[config.mk]
export PLATFORM = sky130hd
export DESIGN_NAME = servo_position_ramp
export DESIGN_NICKNAME = d
export VERILOG_FILES = /design/src/rtl/servo_pkg.sv /design/src/rtl/switch_debounce.sv /design/src/rtl/servo_position_ramp.sv
export SDC_FILE = /design/constraint.sdc
export NUM_CORES = 1
export LEC_CHECK = 0
export CELL_PAD_IN_SITES_DETAIL_PLACEMENT = 1
export CELL_PAD_IN_SITES_GLOBAL_PLACEMENT = 1
export CORE_UTILIZATION = 48
export DETAILED_ROUTE_END_ITERATION = 8
export GPL_ROUTABILITY_DRIVEN = 0
export MAX_ROUTING_LAYER = met4
export PLACE_DENSITY_LB_ADDON = 0.1
export RECOVER_POWER = 50
export SYNTH_ARGS = -nofsm -noshare
export SYNTH_HDL_FRONTEND = slang
export SYNTH_SLANG_ARGS = --single-unit
[constraint.sdc]
create_clock -name clock -period 4.6 [get_ports clock]
set_clock_uncertainty 0.05 [all_clocks]
set_input_delay 1.15 -clock clock [delete_from_list [all_inputs] [get_ports clock]]
set_output_delay 1.15 -clock clock [all_outputs]
set_load 0.005 [all_outputs]
[src/rtl/servo_pkg.sv]
// servo_pkg: shared ramp state, control width and default frame/position constants
// for the servo command stage and the PWM generator.
package servo_pkg;
    localparam int CTRL_W = 18;
    localparam int DEF_FRAME_CYCLES = 2000000;
    localparam logic [CTRL_W-1:0] DEF_POS_A = 18'd0;
    localparam logic [CTRL_W-1:0] DEF_POS_B = 18'd50000;
    localparam logic [CTRL_W-1:0] DEF_POS_C = 18'd100000;
    typedef enum logic [1:0] {IDLE, RAMP_UP, RAMP_DOWN} ramp_state_e;
endpackage

[src/rtl/switch_debounce.sv]
// switch_debounce: 2-flop synchroniser followed by a stability counter; the
// debounced level only follows the synchronised input after DEBOUNCE_CYCLES of agreement.
module switch_debounce #(
    parameter int DEBOUNCE_CYCLES = 1000000
) (
    input  logic clock,
    input  logic reset_n,
    input  logic sw_raw,
    output logic level
);
    localparam int CW = DEBOUNCE_CYCLES > 1 ? $clog2(DEBOUNCE_CYCLES) : 1;
    localparam logic [CW-1:0] CNT_LAST = CW'(DEBOUNCE_CYCLES - 1);
    logic meta_q, sync_q, level_q, level_d;
    logic [CW-1:0] cnt_q, cnt_d;
    // The counter runs only while the new level persists; any return to the accepted level restarts it.
    always_comb begin
        cnt_d   = (sync_q == level_q || cnt_q == CNT_LAST) ? '0 : cnt_q + 1'b1;
        level_d = (sync_q != level_q && cnt_q == CNT_LAST) ? sync_q : level_q;
    end
    always_ff @(posedge clock or negedge reset_n) begin
        if (!reset_n) begin
            meta_q  <= 1'b0;
            sync_q  <= 1'b0;
            level_q <= 1'b0;
            cnt_q   <= '0;
        end else begin
            meta_q  <= sw_raw;
            sync_q  <= meta_q;
            level_q <= level_d;
            cnt_q   <= cnt_d;
        end
    end
    assign level = level_q;
endmodule

[src/rtl/servo_position_ramp.sv]
// servo_position_ramp: debounced three-position select that slews the servo control word
// toward its target by at most STEP per frame, updating only at frame boundaries.
module servo_position_ramp
    import servo_pkg::*;
#(
    parameter int FRAME_CYCLES = DEF_FRAME_CYCLES,
    parameter int DEBOUNCE_CYCLES = 1000000,
    parameter int STEP = 500,
    parameter logic [CTRL_W-1:0] POS_A = DEF_POS_A,
    parameter logic [CTRL_W-1:0] POS_B = DEF_POS_B,
    parameter logic [CTRL_W-1:0] POS_C = DEF_POS_C
) (
    input  logic              clock,
    input  logic              reset_n,
    input  logic              sw8,
    input  logic              sw9,
    input  logic              sw10,
    output logic [CTRL_W-1:0] control,
    output logic              frame_sync,
    output logic              at_target,
    output logic              busy
);
    localparam int FW = FRAME_CYCLES > 1 ? $clog2(FRAME_CYCLES) : 1;
    localparam logic [FW-1:0] FRAME_LAST = FW'(FRAME_CYCLES - 1);
    localparam logic [CTRL_W:0] STEP_W = (CTRL_W + 1)'(STEP);
    logic db8, db9, db10, update, at_target_q;
    logic [CTRL_W-1:0] control_q, control_d, target_q, target_d;
    logic [CTRL_W:0] gap_up, gap_dn;
    logic [FW-1:0] frame_cnt_q, frame_cnt_d;
    ramp_state_e state_q, state_d;

    switch_debounce #(.DEBOUNCE_CYCLES(DEBOUNCE_CYCLES)) u_sw8 (
        .clock(clock), .reset_n(reset_n), .sw_raw(sw8), .level(db8));
    switch_debounce #(.DEBOUNCE_CYCLES(DEBOUNCE_CYCLES)) u_sw9 (
        .clock(clock), .reset_n(reset_n), .sw_raw(sw9), .level(db9));
    switch_debounce #(.DEBOUNCE_CYCLES(DEBOUNCE_CYCLES)) u_sw10 (
        .clock(clock), .reset_n(reset_n), .sw_raw(sw10), .level(db10));

    always_comb begin
        target_d    = db10 ? POS_C : db9 ? POS_B : db8 ? POS_A : target_q;
        update      = frame_cnt_q == FRAME_LAST;
        frame_cnt_d = update ? '0 : frame_cnt_q + 1'b1;
        gap_up      = {1'b0, target_q} - {1'b0, control_q};
        gap_dn      = {1'b0, control_q} - {1'b0, target_q};
        control_d   = control_q;
        state_d     = state_q;
        case (state_q)
            IDLE: state_d = target_q > control_q ? RAMP_UP : target_q < control_q ? RAMP_DOWN : IDLE;
            RAMP_UP: begin
                if (target_q < control_q) state_d = RAMP_DOWN;
                else if (target_q == control_q) state_d = IDLE;
                else if (update) begin
                    control_d = gap_up <= STEP_W ? target_q : control_q + CTRL_W'(STEP);
                    state_d   = gap_up <= STEP_W ? IDLE : RAMP_UP;
                end
            end
            RAMP_DOWN: begin
                if (target_q > control_q) state_d = RAMP_UP;
                else if (target_q == control_q) state_d = IDLE;
                else if (update) begin
                    control_d = gap_dn <= STEP_W ? target_q : control_q - CTRL_W'(STEP);
                    state_d   = gap_dn <= STEP_W ? IDLE : RAMP_DOWN;
                end
            end
            default: state_d = IDLE;
        endcase
    end

    always_ff @(posedge clock or negedge reset_n) begin
        if (!reset_n) begin
            control_q   <= '0;
            target_q    <= '0;
            frame_cnt_q <= '0;
            state_q     <= IDLE;
            at_target_q <= 1'b1;
        end else begin
            control_q   <= control_d;
            target_q    <= target_d;
            frame_cnt_q <= frame_cnt_d;
            state_q     <= state_d;
            at_target_q <= control_q == target_q;
        end
    end

    // Gated by reset so the pulse is low in reset yet present in the first cycle after release.
    assign frame_sync = reset_n & (frame_cnt_q == '0);
    assign control    = control_q;
    assign at_target  = at_target_q;
    assign busy       = state_q != IDLE;
endmodule
* Word level (Yosys, flattened, before mapping)
Cells that the tools add are included.
** Operators by class
- Div/mod/pow operators :: 0
- Equal/unequal tests :: 22
- Shift-type cells :: 0
- Bitwise gates (word level) :: 1
- Muxes and demuxes :: 27
- $add $sub $neg :: 8
- Magnitude comparators :: 4
- Reduce and logical (&&, ||, !) cells :: 13
- Multipliers :: 0
** Operator list (count)
- two-way mux 18 bit :: 11
- adder 20 x 1 -> 20 bit, second input constant :: 3
- == test 20 bit, second input constant :: 3
- two-way mux 20 bit :: 3
- <= comparator 19 x 9 -> 1 bit, second input constant :: 2
- subtractor 18 x 18 -> 19 bit :: 2
- == test 18 bit :: 2
- one-hot mux 18 bit (2 select lines) :: 1
- adder 21 x 1 -> 21 bit, second input constant :: 1
- == test 21 bit, second input constant :: 1
- logical NOT 21 bit :: 1
- two-way mux 21 bit :: 1
- adder 18 x 9 -> 18 bit, second input constant :: 1
- > comparator 18 bit :: 1
- less-than comparator 18 bit :: 1
- two-way mux 2 bit :: 9
- subtractor 18 x 9 -> 18 bit, second input constant :: 1
- inequality test 2 bit, second input constant :: 6
- inequality test 4 bit, second input constant :: 2
- AND reduction 7 bit :: 1
- one-hot mux 2 bit (3 select lines) :: 1
- nonzero test 2 bit :: 2
- == test 1 bit :: 3
- logical AND 1 bit :: 3
- other kinds (9) :: 13
** Word-level totals
- Latch bits :: 0
- Memories :: 0
- Logic and storage cells :: 92
- Memory bits (writable) :: 0
- Register bits :: 129
- Output and inout port bits :: 21
- ROM bits :: 0

* Depth between registers and ports, before layout
- Depth after elaboration :: 7
- Mapped depth :: 14

* Cells and area by module
A second synthesis with hierarchy kept.
** Unflattened totals
- Cell total of the unflattened synthesis :: 851
- Area total of the unflattened synthesis :: 7473.4 sq um
** Modules (own cells, without submodules)
- servo_position_ramp :: cells an instance 530, times used 1, area each 4196.5 sq um
- switch_debounce :: cells an instance 107, times used 3, area each 1092.3 sq um

* Least setup slack after synthesis
OpenSTA, ideal clock, no wires.
- Path type :: register to register
- From :: register control_q[9], in the netlist control[9]
- To :: register control_q[8], in the netlist control[8]
- Cell stages (with the launch flop) :: 15
- Path buffers :: 3
- Arrival :: 3.144 ns
- Data required time :: 4.427 ns
- Setup slack :: 1.284 ns
- Cell sequence :: dfrtp_1 > clkbuf_1 > inv_1 > ha_1 > buf_2 > nand2_1 > nor2_1 > o41a_1 > o31a_1 > o221a_1 > a31oi_4 > buf_2 > o21ai_0 > and2_1 > o2bb2ai_1
** On the way
- Word-level cells in the longest chain between the ends :: 7
- Elaborated cells on any way between the ends :: 21
- Classes of those cells :: add/sub (2); order compare (4); eq/ne (5); mux (9); reduce/logical (1)
** Ends and longest elaborated chain
- start, declared :: RTL line servo_position_ramp.sv:27 : logic [CTRL_W-1:0] control_q, control_d, target_q, target_d;
- start signal, assigned :: RTL line servo_position_ramp.sv:77 : control_q <= control_d;
- subtractor 18 x 18 -> 19 bit (on tied branches) :: RTL line servo_position_ramp.sv:44, servo_position_ramp.sv:43
- <= comparator 19 x 9 -> 1 bit (on tied branches) :: RTL line servo_position_ramp.sv:61, servo_position_ramp.sv:53
- two-way mux 18 bit (on tied branches) :: RTL line servo_position_ramp.sv:61, servo_position_ramp.sv:53
- two-way mux 18 bit (on tied branches) :: RTL line servo_position_ramp.sv:60, servo_position_ramp.sv:52
- two-way mux 18 bit (on tied branches) :: RTL line servo_position_ramp.sv:59, servo_position_ramp.sv:51
- two-way mux 18 bit (on tied branches) :: RTL line servo_position_ramp.sv:58, servo_position_ramp.sv:50
- one-hot mux 18 bit (2 select lines) :: RTL line servo_position_ramp.sv:47 : case (state_q)
Several ways; a longest one is shown, not always the timed one. The select of a mux whose other input is x is not followed.
A chain may end at the register's enable or synchronous reset.

* Worst setup path after layout
- From :: register control_q[10], in the netlist control[10]
- To :: register control_q[14], in the netlist control[14]
The elaborated chain is that of the path after synthesis.

==> impl_metrics.toml <==
[run_status]
status = "finished, final reports clean"

[layout]
nets = 881
final_area_um2 = 8130
nFillCells = 1779
antenna_cells = 0
drive_gt1_frac = 0.0530
area_growth_pct = 9.19

[cts]
htreeDepth = 3
holdBufCountCts = 0
cts.path.max_buffers = 2
clock_sinks = 112
postCtsSetupBuffers = 0
clk_latency_ns = 0.36
path_clk_slew_ns = 0.08
cts_made_buffers = 9
cts_resized = 0
cts-root-buf = "clkbuf_16"
cts_tree = "done"

[sta]
totalNegativeSetupSlack_ns = 0
fmax_mhz = 243
timing.final.ws_setup_ns = 0.485
rsz0062_at_grt = "no"
slew_violations = 0
hold_viol = 0
post-route-period-util = 0.895
worstMarginPinSlew_ns = 1.14
setup_viol = 0
fin_crit_ns = 4.12
maxSlewHeadroom = 0.243

[drt]
drt-total-wl_mm = 20.7
first_pass_iters = 5
met3_length_um = 633
wl_met2_mm = 10.2
routed.top_layer = "met4"
wl_per_cell_um = 20.0
antenna_left = 0
drt_iter0_drc = 427
vias_per_cell = 6.16
dr_total_vias = 6392
wl_met1_mm = 9.41
route.detailed.drc = 0

[global_route]
grt.total_usage = 0.284
grt_max_degree = 81
grt_overflow = 0
antenna_found_initial = 0
grt_pass1_vias = 6728
grt_first_pass_wirelength_mm = 34.9

[worst_setup_path]
required_ns = 4.74
worstRegToRegCells = 12
crit_type = "reg -> reg"
critPathLaunchType = "flip-flop"
arrival_ns = 4.26
cp_max_fo = 15
cp-end-kind = "flip-flop"
rrSetupSlack_ns = 0.48

[synth]
synthCells = 833
yosys_warnings = 0
ys.flop_type = "dfrtp_1"
ys_async_sr_fraction = 1.00
synth-seq-cells = 112
synth_edf_count = 0
synth_top_cell_area_share = 0.373
synth_seq_area_share = 0.377
synth_area_leaders = "dfrtp_1 37%, xnor2_1 5.5%, nor2_1 5.3%"
synth.most_common_cell = "dfrtp_1"
synth_top_area_cell = "dfrtp_1"
synth_area_um2 = 7450
avgSynthCellArea_um2 = 8.94
yosysUniqueCellTypes = 80
synth_common_cells = "111 x dfrtp_1, 105 x nor2_1, 60 x nand2_1"

[floorplan]
core_area_um2 = 15100
num_rows = 45
die_area_um2 = 16000
num_io_pins = 26
die_w_um = 127
start_util = 0.492
fp.dieH_um = 127

[power_and_ir_drop]
ir_worst_vdd_mv = 0.212
power.leakage_nw = 3.49
p_total_mw = 1.89
cellPowerDensity_nw_per_um2 = 232

[worst_hold_path]
min_path_cells = 0
hold_class = "reg -> reg"

[placement]
dp_slack_ns = 0.612
dp_hpwl_mm = 15.1
placed_area_um2 = 7830
io_buffers = 23

[flow_run]
maxCapViolations = 0
metal layers:
layer | track usage | up-vias
met2 | 0.473 | 113
met1 | 0.357 | 3245
met3 | 0.0337 | 35
met4 | 0.104 | 0
li1 | - | 2999
met5 | - | -
through the flow:
stage / hold WS, ns / util / instances
floorplan: 0.281 / - / 834
global placement: 0.286 / 0.517 / 1021
detailed placement: 0.286 / 0.517 / 1021
CTS: 0.306 / 0.538 / 1037
global route: 0.310 / 0.537 / 1037
finish: 0.304 / 0.537 / 1037
critical path, stage by stage, from the launching register on:
cell	delay, ns
dfrtp_1	0.56
inv_1	0.22
ha_1	0.68
nand4b_1	0.42
nor3_1	0.51
o41ai_1	0.15
xnor2_1	0.15
a21oi_2	0.21
nand3_1	0.12
buf_4	0.22
or3_1	0.40
nand4_1	0.15
mux2i_1	0.10
path summary, 6_finish.rpt:
kind / end / start
max in group asynchronous: control[7]$_DFFE_PN0P_ / reset_n
worst min register to register: u_sw9.sync_q$_DFF_PN0_ / u_sw9.meta_q$_DFF_PN0_
worst max-delay path: control[14]$_DFFE_PN0P_ / control[10]$_DFFE_PN0P_
min in group asynchronous: frame_cnt_q[6]$_DFF_PN0_ / reset_n
worst max register to register: control[14]$_DFFE_PN0P_ / control[10]$_DFFE_PN0P_
worst min-delay path: u_sw9.sync_q$_DFF_PN0_ / u_sw9.meta_q$_DFF_PN0_
cells by family (layout without fill, tap and decap cells):
group,after synthesis,in the layout,synth area share
mux,11,11,0.0155
other cells,1,2,0.000504
flops,112,112,0.377
buf+inv,66,81,0.0385
compound gates,152,152,0.150
xor+xnor,87,87,0.102
simple gates,372,372,0.262
fa+ha+maj,32,32,0.0548
registers in the layout, indices dropped and copies added (netlist names), 2 cells and up:
register,cells
u_sw10.cnt_q,20
u_sw8.cnt_q,20
control,16
target_q,3
frame_cnt_q,21
u_sw9.cnt_q,20
state_q,2
layout make-up:
type                    instances  area [um2]  area share
repair buffers                 32         292      0.0359
flip-flops and latches        112        2800       0.345
well taps                     188         235      0.0289
inverters                      33         124      0.0152
clock inverters                 7        91.3      0.0112
multi-input cells             656        4360       0.536
clock buffers                   9         225      0.0277
placed cells by master (no fill, tap or decap), types with 30 or more instances in the layout:
| cell | netlist | layout |
|---|---|---|
| nand3_1 | 52 | 52 |
| a21oi_1 | 30 | 30 |
| inv_1 | 33 | 33 |
| xnor2_1 | 47 | 47 |
| dfrtp_1 | 111 | 111 |
| nand2_1 | 60 | 60 |
| xor2_1 | 40 | 40 |
| o21ai_0 | 30 | 30 |
| nor2_1 | 105 | 105 |
| ha_1 | 31 | 31 |
report_power, final:
part	internal (mW)	switching, mW	total [mW]	leakage, nW
clock	0.440	0.401	0.841	0.157
combinational	0.0103	0.0336	0.0439	1.81
sequential	0.993	0.00748	1.00	1.53
total	1.44	0.442	1.89	3.49
(Power assumes the default switching activity.)
